==> src/rtl/store_buffer_pkg.sv <==
// Core constants shared by the store path: store-size encodings and byte-enable patterns.
// The decode helper maps the {sb, sh} pair onto a size code.
package store_buffer_pkg;

    typedef enum logic [1:0] {
        SZ_W = 2'b00,
        SZ_H = 2'b01,
        SZ_B = 2'b10
    } st_size_e;

    localparam logic [3:0] WSTRB_B = 4'b0001;
    localparam logic [3:0] WSTRB_H = 4'b0011;
    localparam logic [3:0] WSTRB_W = 4'b1111;

    // Both decode bits set is not a legal encoding and falls back to a word store.
    function automatic st_size_e decode_size(input logic sb, input logic sh);
        st_size_e size;
        if (sb && !sh) begin
            size = SZ_B;
        end else if (!sb && sh) begin
            size = SZ_H;
        end else begin
            size = SZ_W;
        end
        return size;
    endfunction

endpackage

==> src/rtl/store_lane_align.sv <==
// Moves store payload into its byte lanes, builds the byte enables and flags
// addresses that do not meet the natural alignment of the store size.
module store_lane_align
    import store_buffer_pkg::*;
(
    input  st_size_e    size,
    input  logic [1:0]  offset,
    input  logic [31:0] data,
    output logic [31:0] wdata,
    output logic [3:0]  wstrb,
    output logic        misaligned
);

    always_comb begin
        wdata      = data << {offset, 3'b000};
        wstrb      = WSTRB_W;
        misaligned = 1'b0;
        case (size)
            SZ_B: begin
                wstrb = WSTRB_B << offset;
            end
            SZ_H: begin
                wstrb      = WSTRB_H << offset;
                misaligned = offset[0];
            end
            default: begin
                wstrb      = WSTRB_W;
                misaligned = (offset != 2'b00);
            end
        endcase
    end

endmodule

==> src/rtl/store_buffer.sv <==
// FIFO of pending stores between the memory stage and data memory; the head entry
// is presented to memory until accepted, and loads are checked against every pending word.
module store_buffer
    import store_buffer_pkg::*;
#(
    parameter int DEPTH = 4
) (
    input  logic        clk,
    input  logic        rst,
    input  logic        st_valid,
    input  logic        sb,
    input  logic        sh,
    input  logic [31:0] st_addr,
    input  logic [31:0] st_data,
    output logic        st_ready,
    output logic        misalign,
    input  logic [31:0] ld_addr,
    output logic        ld_conflict,
    output logic        mem_valid,
    input  logic        mem_ready,
    output logic [31:0] mem_addr,
    output logic [31:0] mem_wdata,
    output logic [3:0]  mem_wstrb,
    output logic        empty
);

    localparam int PTR_W = $clog2(DEPTH);
    localparam int CNT_W = PTR_W + 1;

    logic [PTR_W-1:0] rd_ptr;
    logic [PTR_W-1:0] wr_ptr;
    logic [CNT_W-1:0] count;
    logic             misalign_q;

    logic [29:0] addr_mem [DEPTH];
    logic [31:0] data_mem [DEPTH];
    logic [3:0]  strb_mem [DEPTH];

    st_size_e    size;
    logic [31:0] lane_data;
    logic [3:0]  lane_strb;
    logic        lane_misaligned;
    logic        push;
    logic        pop;
    logic [PTR_W-1:0] slot_offset;

    logic unused_ld_lo;
    assign unused_ld_lo = ^ld_addr[1:0];

    assign size = decode_size(sb, sh);

    store_lane_align u_align (
        .size       (size),
        .offset     (st_addr[1:0]),
        .data       (st_data),
        .wdata      (lane_data),
        .wstrb      (lane_strb),
        .misaligned (lane_misaligned)
    );

    // st_ready looks only at the registered count, so a pop never frees a slot in the same cycle.
    assign st_ready  = (count < CNT_W'(DEPTH));
    assign push      = st_valid && st_ready && !lane_misaligned;
    assign mem_valid = (count != '0);
    assign pop       = mem_valid && mem_ready;
    assign empty     = (count == '0);
    assign misalign  = misalign_q;

    assign mem_addr  = {addr_mem[rd_ptr], 2'b00};
    assign mem_wdata = data_mem[rd_ptr];
    assign mem_wstrb = strb_mem[rd_ptr];

    always_ff @(posedge clk) begin
        if (rst) begin
            rd_ptr     <= '0;
            wr_ptr     <= '0;
            count      <= '0;
            misalign_q <= 1'b0;
        end else begin
            if (push) begin
                wr_ptr <= wr_ptr + PTR_W'(1);
            end
            if (pop) begin
                rd_ptr <= rd_ptr + PTR_W'(1);
            end
            case ({push, pop})
                2'b10:   count <= count + CNT_W'(1);
                2'b01:   count <= count - CNT_W'(1);
                default: count <= count;
            endcase
            misalign_q <= st_valid && lane_misaligned;
        end
    end

    // Entry storage carries no reset; only slots inside the count window are ever observed.
    always_ff @(posedge clk) begin
        if (push) begin
            addr_mem[wr_ptr] <= st_addr[31:2];
            data_mem[wr_ptr] <= lane_data;
            strb_mem[wr_ptr] <= lane_strb;
        end
    end

    // A slot is live when its distance from the read pointer is below the count.
    always_comb begin
        ld_conflict = 1'b0;
        slot_offset = '0;
        for (int i = 0; i < DEPTH; i++) begin
            slot_offset = PTR_W'(i) - rd_ptr;
            if ((CNT_W'(slot_offset) < count) && (addr_mem[i] == ld_addr[31:2])) begin
                ld_conflict = 1'b1;
            end
        end
    end

endmodule

==> config.mk <==
export PLATFORM = sky130hd
export DESIGN_NAME = store_buffer
export DESIGN_NICKNAME = d
export VERILOG_FILES = /design/src/rtl/store_buffer_pkg.sv /design/src/rtl/store_lane_align.sv /design/src/rtl/store_buffer.sv
export SDC_FILE = /design/constraint.sdc
export NUM_CORES = 1
export LEC_CHECK = 0
export CAP_MARGIN = 10
export CELL_PAD_IN_SITES_DETAIL_PLACEMENT = 0
export CELL_PAD_IN_SITES_GLOBAL_PLACEMENT = 1
export CORE_ASPECT_RATIO = 0.8
export CORE_MARGIN = 2
export CORE_UTILIZATION = 28
export CTS_CLUSTER_DIAMETER = 80
export DETAILED_ROUTE_END_ITERATION = 10
export GPL_TIMING_DRIVEN = 0
export PLACE_DENSITY = 0.57
export SYNTH_ARGS = -nofsm -noshare
export SYNTH_HDL_FRONTEND = slang
export SYNTH_SLANG_ARGS = --single-unit
==> constraint.sdc <==
create_clock -name clk -period 8.7 [get_ports clk]
set_input_delay 1.74 -clock clk [delete_from_list [all_inputs] [get_ports clk]]
set_output_delay 1.74 -clock clk [all_outputs]
set_load 0.005 [all_outputs]
==> impl_results.md, run 1 <==
- # rows: 67
- Cells after Synth: slightly below 700
- Avg WL per Cell: around 23 um
- First-pass DRT Iterations: 5
- DIE WIDTH: around 240 um
- Fin area: approximately 0.015 mm2
- Unrepaired setup endpoints after global routing: false
- Initial core utilization: about 29%
- Final setup violating endpoints: 0
- Crit start category: primary input
- Crit path capture type: primary output
- Final Slew Violations: 0
- Slew margin rel.: between 30% and 40%
- Sequential fraction of the synthesis area: 67.7%
- Static Leak: between 4 and 5 nW
- Post-Syn Area: between 0.01 and 0.015 mm2
- Hold EP: count[1]
- Critical Path RT: 6960 ps
- Clk pwr share: between 30% and 40%
- Tmin final: 6380 ps
- EDFF count, synth: 264
- FF-to-FF setup slack: approximately 6500 ps
- DPL Wire Length: between 20,000 and 25,000 um
- Layout cell share with drive strength beyond 1: between 15 and 20%
- Flop pwr share: between 40% and 50%
- CTS Buf Count: 31
- Worst hold path class: flop to flop
- Pwr dens: 250 mW/mm2
- Yosys cell types: 38
- Flops & latches, synth: around 270
- Via density per instance: ~4.6
- IO Count: approximately 180
- CTS resizes: 0
- Combinational power share: between 20 and 30%
- Reg clk slew, reported paths: about 60 ps
- CP max FO: 4
- Clk buf depth: 3
- Largest net degree at the start of global routing: 46
- Antenna-violating nets left: 0
- DRT iter0 DRCs: approximately 520
- Clock Skew: 8.84 ps
- Sinks on Clock Net: 274
- Pint: between 0.002 and 0.003 W
- CTS tree: done
- Switching share of power: a little over a quarter
- DRT Wirelength: around 34,000 um
- Critical path class: primary input to primary output
- VDD IR max: 0.136 mV
- Placer Congestion: between 0.8 and 0.9
- Core area: approximately 0.042 mm2
- Layout area overhead: 28.8%
- R2R depth: 8
- CP dominant cell by count: clkdlybuf4s50_1
- Maxcap violations: 0
- Total number of vias: about 6,700
- Hold-fix buffers, CTS: 0
- Port bufs: between 150 and 200
- Actual slew at the worst max-slew pin: roughly 1000 ps
- Synth Warn #: 0
- Grt ovf: 0
- Syn avg cell area: 17.8 um2
- Max incr delay on CP: about 900 ps
- Post-CTS Setup Bufs: 0
- Hold Crit Depth: 2
- Total track usage: 15.1%
- H-tree depth: 1
- Fillers: just under 4,000
- Asr flop ratio synth: 0%
- DRC viols: 0
- Clock latency on the worst-skew pair: roughly 540 ps
- Critical Path AT: between 4000 and 5000 ps
- Reg-to-reg critical path endpoint: count[2]
- Nets: a little under 1,000
- Critical path, cell by cell: clkdlybuf4s50_1, xor2_1, nor4_1, nand3_1, a2111oi_0, or4_1, clkdlybuf4s50_1
- Slowest stage cell, crit path: nor4_1
- Reg2reg start: count[2]
- Fin Setup TNS: 0 ps
- Status: complete, no violations
- HP Start: count[1]
- # diodes: 0
- Net switching power: roughly 0.0010 W
- Vias in the first global route: 7,013
- Final hold viol count: 0
- Fmax: between 0.15 and 0.2 GHz
- Cell Area, Placed: 0.0145 mm2
- Dominant synthesized flop cell: edfxtp_1
- Period utilization: between 70% and 80%
- Die area: approximately 0.045 mm2
- First-pass GRT wire length: approximately 49,000 um
- Root buf cell: clkbuf_16
- Initial antenna violation count: 2
- Chip height: approximately 190 um
==> stage by stage <==
step	instances	util [%]	hold WS [ps]	setup WS [ps]	power, W
after floorplan	674	-	474	4190	0.00213
after global placement	1393	34.2	508	1620	0.00269
after detailed placement	1397	34.4	514	2390	0.00269
after CTS	1454	36.7	527	2380	0.00394
after global routing	1454	36.7	554	2210	0.00404
final	1454	36.7	523	2320	0.00386
==> sequential cells by signal, indices dropped and copies added (netlist names), named ones only <==
| register | count |
|---|---|
| strb_mem | 16 |
| addr_mem | 120 |
| rd_ptr | 2 |
| count | 3 |
| misalign | 1 |
| data_mem | 128 |
| wr_ptr | 2 |
==> power groups by stage <==
| stage | Combinational, W | Clock (W) | Sequential, W |
|---|---|---|---|
| 6_report | 0.00104 | 0.00123 | 0.00159 |
| 4_1_cts | 0.00108 | 0.00127 | 0.00159 |
| 3_3_place_gp | 0.00106 | 0 | 0.00163 |
| 5_1_grt | 0.00113 | 0.00132 | 0.00160 |
| 3_5_place_dp | 0.00107 | 0 | 0.00162 |
| 2_1_floorplan | 0.000522 | 0 | 0.00161 |
==> layout by cell type, fill, tap and decap left out, drive strengths merged <==
| master | count |
|---|---|
| xor2 | 98 |
| nor2 | 19 |
| nor2b | 9 |
| or2 | 1 |
| a2111oi | 4 |
| buf | 25 |
| clkinvlp | 2 |
| nor4 | 22 |
| bufinv | 1 |
| nand3 | 4 |
| o211a | 1 |
| fa | 1 |
| mux4 | 66 |
| a211oi | 8 |
| or4 | 1 |
| and2 | 13 |
| mux2i | 17 |
| o21bai | 1 |
| o22ai | 1 |
| or3 | 2 |
| ha | 10 |
| nand2b | 1 |
| clkinv | 12 |
| nand4 | 10 |
| conb | 2 |
| edfxtp | 264 |
| nor3 | 2 |
| inv | 12 |
| clkdlybuf4s50 | 167 |
| clkbuf | 50 |
| dfxtp | 10 |
| o21a | 1 |
| a21oi | 16 |
| o21ai | 10 |
| nor4b | 1 |
| xnor2 | 28 |
| nand2 | 10 |
==> cells by family (layout without fill, tap and decap cells) <==
| kind of cell | Yosys count | count (layout) | share of synthesized area (%) |
|---|---|---|---|
| other | 1 | 2 | 0.0312 |
| buffers and inverters | 41 | 269 | 1.57 |
| adder cells (fa/ha/maj) | 11 | 11 | 1.21 |
| flip-flops | 274 | 274 | 67.7 |
| XOR/XNOR | 126 | 126 | 9.19 |
| AND/OR/NAND/NOR | 95 | 95 | 4.31 |
| multiplexers | 83 | 83 | 13.8 |
| AO/OA/AOI/OAI | 42 | 42 | 2.20 |
==> how the worst max path moves through the flow <==
stage,endpoint,startpoint
floorplan,addr_mem[0][0],sb
global placement,data_mem[1][28],sb
detailed placement,ld_conflict,ld_addr[24]
CTS,ld_conflict,ld_addr[24]
global route,ld_conflict,ld_addr[24]
finish,ld_conflict,ld_addr[24]
==> metal layers <==
metal  GRT usage (%)  vias to the layer above  routed length [um]
li1                -                     3059                   -
met1            22.5                     3501               16600
met2            22.8                      140               15100
met3            3.48                       44                1870
met4            2.74                        4                 519
met5               0                        -                  27
==> critical path: cells and delay by family <==
family | cells | cell delay (ps)
and+or+nand+nor | 3 | 1260
buffers and inverters | 2 | 1020
xor gates and xnor gates | 1 | 210
AOI/OAI and AO/OA | 1 | 420
==> Yosys cell counts, types with 11 or more instances <==
library cell	number	area share (%)
xor2_1	98	7.1
a21oi_1	16	0.67
xnor2_1	28	2.0
and2_1	13	0.68
nor2_1	19	0.59
nor4_1	22	1.1
inv_1	11	0.34
mux4_2	66	12
mux2i_1	17	1.4
edfxtp_1	264	66
==> area by class of cell <==
| type | instances | area (um2) | share of cell area (%) |
|---|---|---|---|
| sequential | 274 | 8130 | 52.6 |
| multi-input combinational | 359 | 3700 | 24.0 |
| timing repair buffer | 171 | 1780 | 11.5 |
| clock buffer | 42 | 867 | 5.61 |
| tap | 552 | 691 | 4.47 |
| buffer | 29 | 144 | 0.931 |
| clock inverter | 15 | 100 | 0.647 |
| inverter | 12 | 45.0 | 0.291 |
Power figures use the tool's default switching activity.
==> run 2, diff against run 1 <==
Clock period 8.7 ns to 6.6 ns, I/O delays scaled along.
==> results of run 2 <==
Same layout as run 1 (identical final DEF). Status: complete, no violations.
Main changes from that run: setup slack after placement 2390 ps -> 1130 ps; setup slack after layout 2320 ps -> 1060 ps; register-to-register setup slack 6520 ps -> 4420 ps; total power 0.00386 W -> 0.00509 W; worst IR drop on VDD 0.136 mV -> 0.180 mV
==> run 3, diff against run 2 <==
Clock period 6.6 ns to 5.2 ns, I/O delays scaled along.
==> results of run 3 <==
Same layout as run 1 (identical final DEF). Status: complete, no violations.
Main changes from that run: setup slack after placement 2390 ps -> 290 ps; setup slack after layout 2320 ps -> 221 ps; register-to-register setup slack 6520 ps -> 3020 ps; total power 0.00386 W -> 0.00646 W; worst IR drop on VDD 0.136 mV -> 0.228 mV
==> edit 1: new RTL, settings of run 3 <==
Change the parameter `DEPTH` from 4 to 2.
--- a/src/rtl/store_buffer.sv
+++ b/src/rtl/store_buffer.sv
@@ -3,7 +3,7 @@
 module store_buffer
     import store_buffer_pkg::*;
 #(
-    parameter int DEPTH = 4
+    parameter int DEPTH = 2
 ) (
     input  logic        clk,
     input  logic        rst,
Formal check against the unedited RTL: not equivalent (Yosys sat finds a counterexample within 4 cycles, from zero or initial values and one cycle with rst high).
==> edit 1 against run 3 <==
- setup slack improved by 0.90 ns
- first-iteration DRC count decreased by 57%
- sequential cell count decreased by 136
- clock skew decreased by 0.0038 ns
- count of clock-buffer cells in the layout decreased by 25
- synthesized area decreased by 47%
- total power decreased by 43%
- final area decreased by 41%
- critical path type unchanged
- wire length decreased by 49%
- final cell count decreased by 36%
==> edit 1: results (changes against run 3) <==
- Status: finished, final reports clean
- Top layer in use: met4
- XOR/XNOR Fraction of Synth Area: 8.871% (-0.32 points)
- Critical path's largest stage delay: 0.52 ns (-0.38 ns)
- DR vias/cell: 4.392 (-5.4%)
- R2r startpoint: count[1]
- Mux share of post-synthesis cell area: 14.30% (+0.50 points)
- Bufs w/o clock: 192 (-4.0%)
- Worst setup path startpoint: ld_addr[23]
- CTS sink cnt: 138 (-50%)
- Sequential share of the synthesized area: 64.63% (-3.1 points)
- Post-synth top cells: edfxtp_1, mux2_2, xor2_1
- Worst-Margin Slew: 0.9361 ns (-0.09215 ns)
- DP Wirelength: 12750 µm (-48%)
- Maximum clock insertion buffer count: 2 (-1)
- Register share of the cell area: 44.85% (-7.7 points)
- Pwr/cell area: 406.9 nW/µm² (-2.7%)
- Quantity of I/O buffers inserted on ports: 170 (+1.8%)
- First-pass GRT wire length: 25860 µm (-47%)
- Gpl congestion: 0.7847 (-2.6%)
- Share of cells above drive strength 1: 20.29% (+4.9 points)
- Pre-antenna DRT Iters: 4 (-1)
- GR Util met3: 5.926% (+2.4 points)
- DRT iter0 DRCs: 223 (-57%)
- Multi-input combinational area share: 23.29% (-0.67 points)
- Critical path fanouts, max: 2 (-2)
- Dpl cells: 895 (-36%)
- Met1 Use GR: 18.78% (-3.7 points)
- Synth Area in Compound Gates: 3.545% (+1.3 points)
- Vias: 4080 (-40%)
- P_leak: 3.084 nW (-38%)
- Hold slack: 0.5784 ns (+0.05491 ns)
- Met1 WL: 7682 µm (-54%)
- Post-Synth Adder-Cell Area: 0.3960% (-0.81 points)
- EDFF count, synth: 132 (-50%)
- CP max stage cell: clkdlybuf4s50_1
- Metal3 WL: 1572 µm (-16%)
- CTS buffer count: 17 (-45%)
- Top flop regs: data_mem: 64 flops, addr_mem: 60 flops, strb_mem: 8 flops
- Total Wirelength: 17310 µm (-49%)
- Vias in the first global route: 4458 (-36%)
- Fillers: 2128 (-46%)
- Multi-input gates: 255 (-29%)
- ANT cells: 2 (+2)
- Pin count of the biggest net entering global routing: 27 (-41%)
- Netlist cell types: 35 (-7.9%)
- RR Endpoint: addr_mem[1][22]
- Setup ws final: 1.120 ns (+0.8996 ns)
- Nets: 712 (-28%)
- Area Growth Syn to Fin: 44.10%
- H-Tree Depth: 4 (+3)
edit 1: cell types whose count changed in the layout (fill, tap and decap cells not counted), moves of 8 or more:
cell	run 3	this run
mux4_2	66	0
ha_1	10	2
o21ai_1	1	9
edfxtp_1	264	132
clkbuf_1	14	1
nor4_1	22	10
xor2_1	98	37
mux2_2	0	66
clkbuf_16	31	17
edit 1: critical path, delay by kind of cell:
kind | cells | cell delay [ns]
XOR/XNOR | 1 | 0.16
buffers and inverters | 2 | 0.98
AND/OR/NAND/NOR | 2 | 0.71
AO/OA/AOI/OAI | 1 | 0.14
edit 1: report_power, final:
part | leakage (nW) | switching [mW] | total, mW | internal (mW)
combinational | 1.53 | 0.454 | 1.08 | 0.627
clock | 0.277 | 0.489 | 1.20 | 0.714
sequential | 1.27 | 0.0517 | 1.42 | 1.37
==> edit 2: new RTL, flow settings as in run 3 <==
Made on the original files. Make the reset (`rst`) asynchronous in one clocked block.
--- a/src/rtl/store_buffer.sv
+++ b/src/rtl/store_buffer.sv
@@ -70,7 +70,7 @@
     assign mem_wdata = data_mem[rd_ptr];
     assign mem_wstrb = strb_mem[rd_ptr];
 
-    always_ff @(posedge clk) begin
+    always_ff @(posedge clk or posedge rst) begin
         if (rst) begin
             rd_ptr     <= '0;
             wr_ptr     <= '0;
Behaviour: differs if rst is asserted again (counterexample within 4 cycles, from zero or initial values and one cycle with rst high); with rst held inactive, the same outputs for 4 cycles.
==> edit 2 against run 3 <==
- setup slack improved by 0.16 ns
- synthesized area down 0.28%
- clock skew about the same
- final area is essentially flat
- global-route usage increased by 0.34 points
- via count decreased by 0.27%
- wire length grew 1.3%
- total power up 12%
- first-iteration DRC count increased by 22%
- sequential power rose by 2%
- sequential cell count down 2
- highest routed layer unchanged
==> edit 2: results (changes against run 3) <==
- Status: finished, final reports clean
- Worst Hold Depth: 1 (-1)
- Data buffer area share: 12.54% (+0.087 points)
- Hold wc startpoint: count[0]
- Layout Skew: 0.008451 ns (-0.0003941 ns)
- DP Wirelength: 24690 µm (+1.6%)
- Netlist cell types: 35 (-7.9%)
- Ranking of synthesized cells by area: edfxtp_1, mux4_2, xor2_1, xnor2_1, dfrtp_1
- Core area: 42000 µm² (-0.20%)
- CTS buffer count: 31 (unchanged)
- Clk_lat worst skew: 0.57 ns (+0.03 ns)
- GR Layer Usage met2: 23.19% (+0.42 points)
- Syn Area/Cell: 18.01 µm² (+0.92%)
- Worst Path Arrival: 3.77 ns (-0.17 ns)
- Inverters: 13 (+1)
- Async SR Flop Fraction: 2.941% (+2.9 points)
- Worst-Margin Slew: 1.122 ns (+0.09406 ns)
- Hold slack: 0.5067 ns (-0.01678 ns)
- Hold Path Sink: count[0]
- Register share of the cell area: 52.59% (about the same)
- EDFF count, synth: 264 (unchanged)
- Met1 Use GR: 22.69% (+0.23 points)
- Pin count of the biggest net entering global routing: 40 (-13%)
- Gpl congestion: 0.7799 (-3.2%)
- Maximum VDD drop: 0.2262 mV (-0.84%)
- Met2 wire len: 15410 µm (+1.7%)
- Bufs w/o clock: 201 (+0.50%)
- Reg2reg path depth: 10 (+2)
- Fillers: 3895 (-2.0%)
- Multi-input gates: 353 (-1.7%)
- Nets: 985 (-0.61%)
- R2r setup slk: 2.58 ns (-0.44 ns)
- Clkbuf count: 37 (-12%)
- Gr usage total: 15.46% (+0.34 points)
- Sequential cell count: 272 (-0.73%)
- Sequential share of the synthesized area: 67.88% (+0.19 points)
- Quantity of I/O buffers inserted on ports: 169 (+1.2%)
- Total Wirelength: 34560 µm (+1.3%)
- Vias in the first global route: 7050 (+0.53%)
- R2r startpoint: count[2]
- Metal3 WL: 1943 µm (+4.1%)
- Share of cells above drive strength 1: 15.83% (+0.42 points)
- Vias: 6730 (-0.27%)
- Util after Layout: 36.80% (+0.055 points)
- Post-synth top cells: edfxtp_1, xor2_1, mux4_2
- First-pass GRT wire length: 49720 µm (+1.5%)
- RR Endpoint: count[2]
-- edit 2: cells by family after synthesis --
logic type | count (synthesis) | synth area share [%]
other | 1 | 0.03132
xor gates and xnor gates | 127 | 9.289
DFF | 272 | 67.88
AOI/OAI and AO/OA | 39 | 2.027
buffers and inverters | 41 | 1.546
muxes | 83 | 13.83
and+or+nand+nor | 91 | 4.180
adders and majority gates | 11 | 1.212
-- edit 2: power breakdown --
part / leakage [nW] / internal, mW / switching (mW)
registers: 2.49 / 2.65 / 0.0752
clock network: 0.478 / 1.20 / 0.885
logic: 2.14 / 1.26 / 1.16
-- edit 2: worst max-delay path by stage --
stage                           start         endpoint  slack [ns]
final                     ld_addr[22]      ld_conflict        0.39
after global routing        rd_ptr[1]      ld_conflict        0.05
after detailed placement   ld_addr[8]      ld_conflict        0.22
after floorplan                    sb   addr_mem[0][0]        1.04
after CTS                  ld_addr[8]      ld_conflict        0.20
after global placement             sb  data_mem[1][12]       -1.53
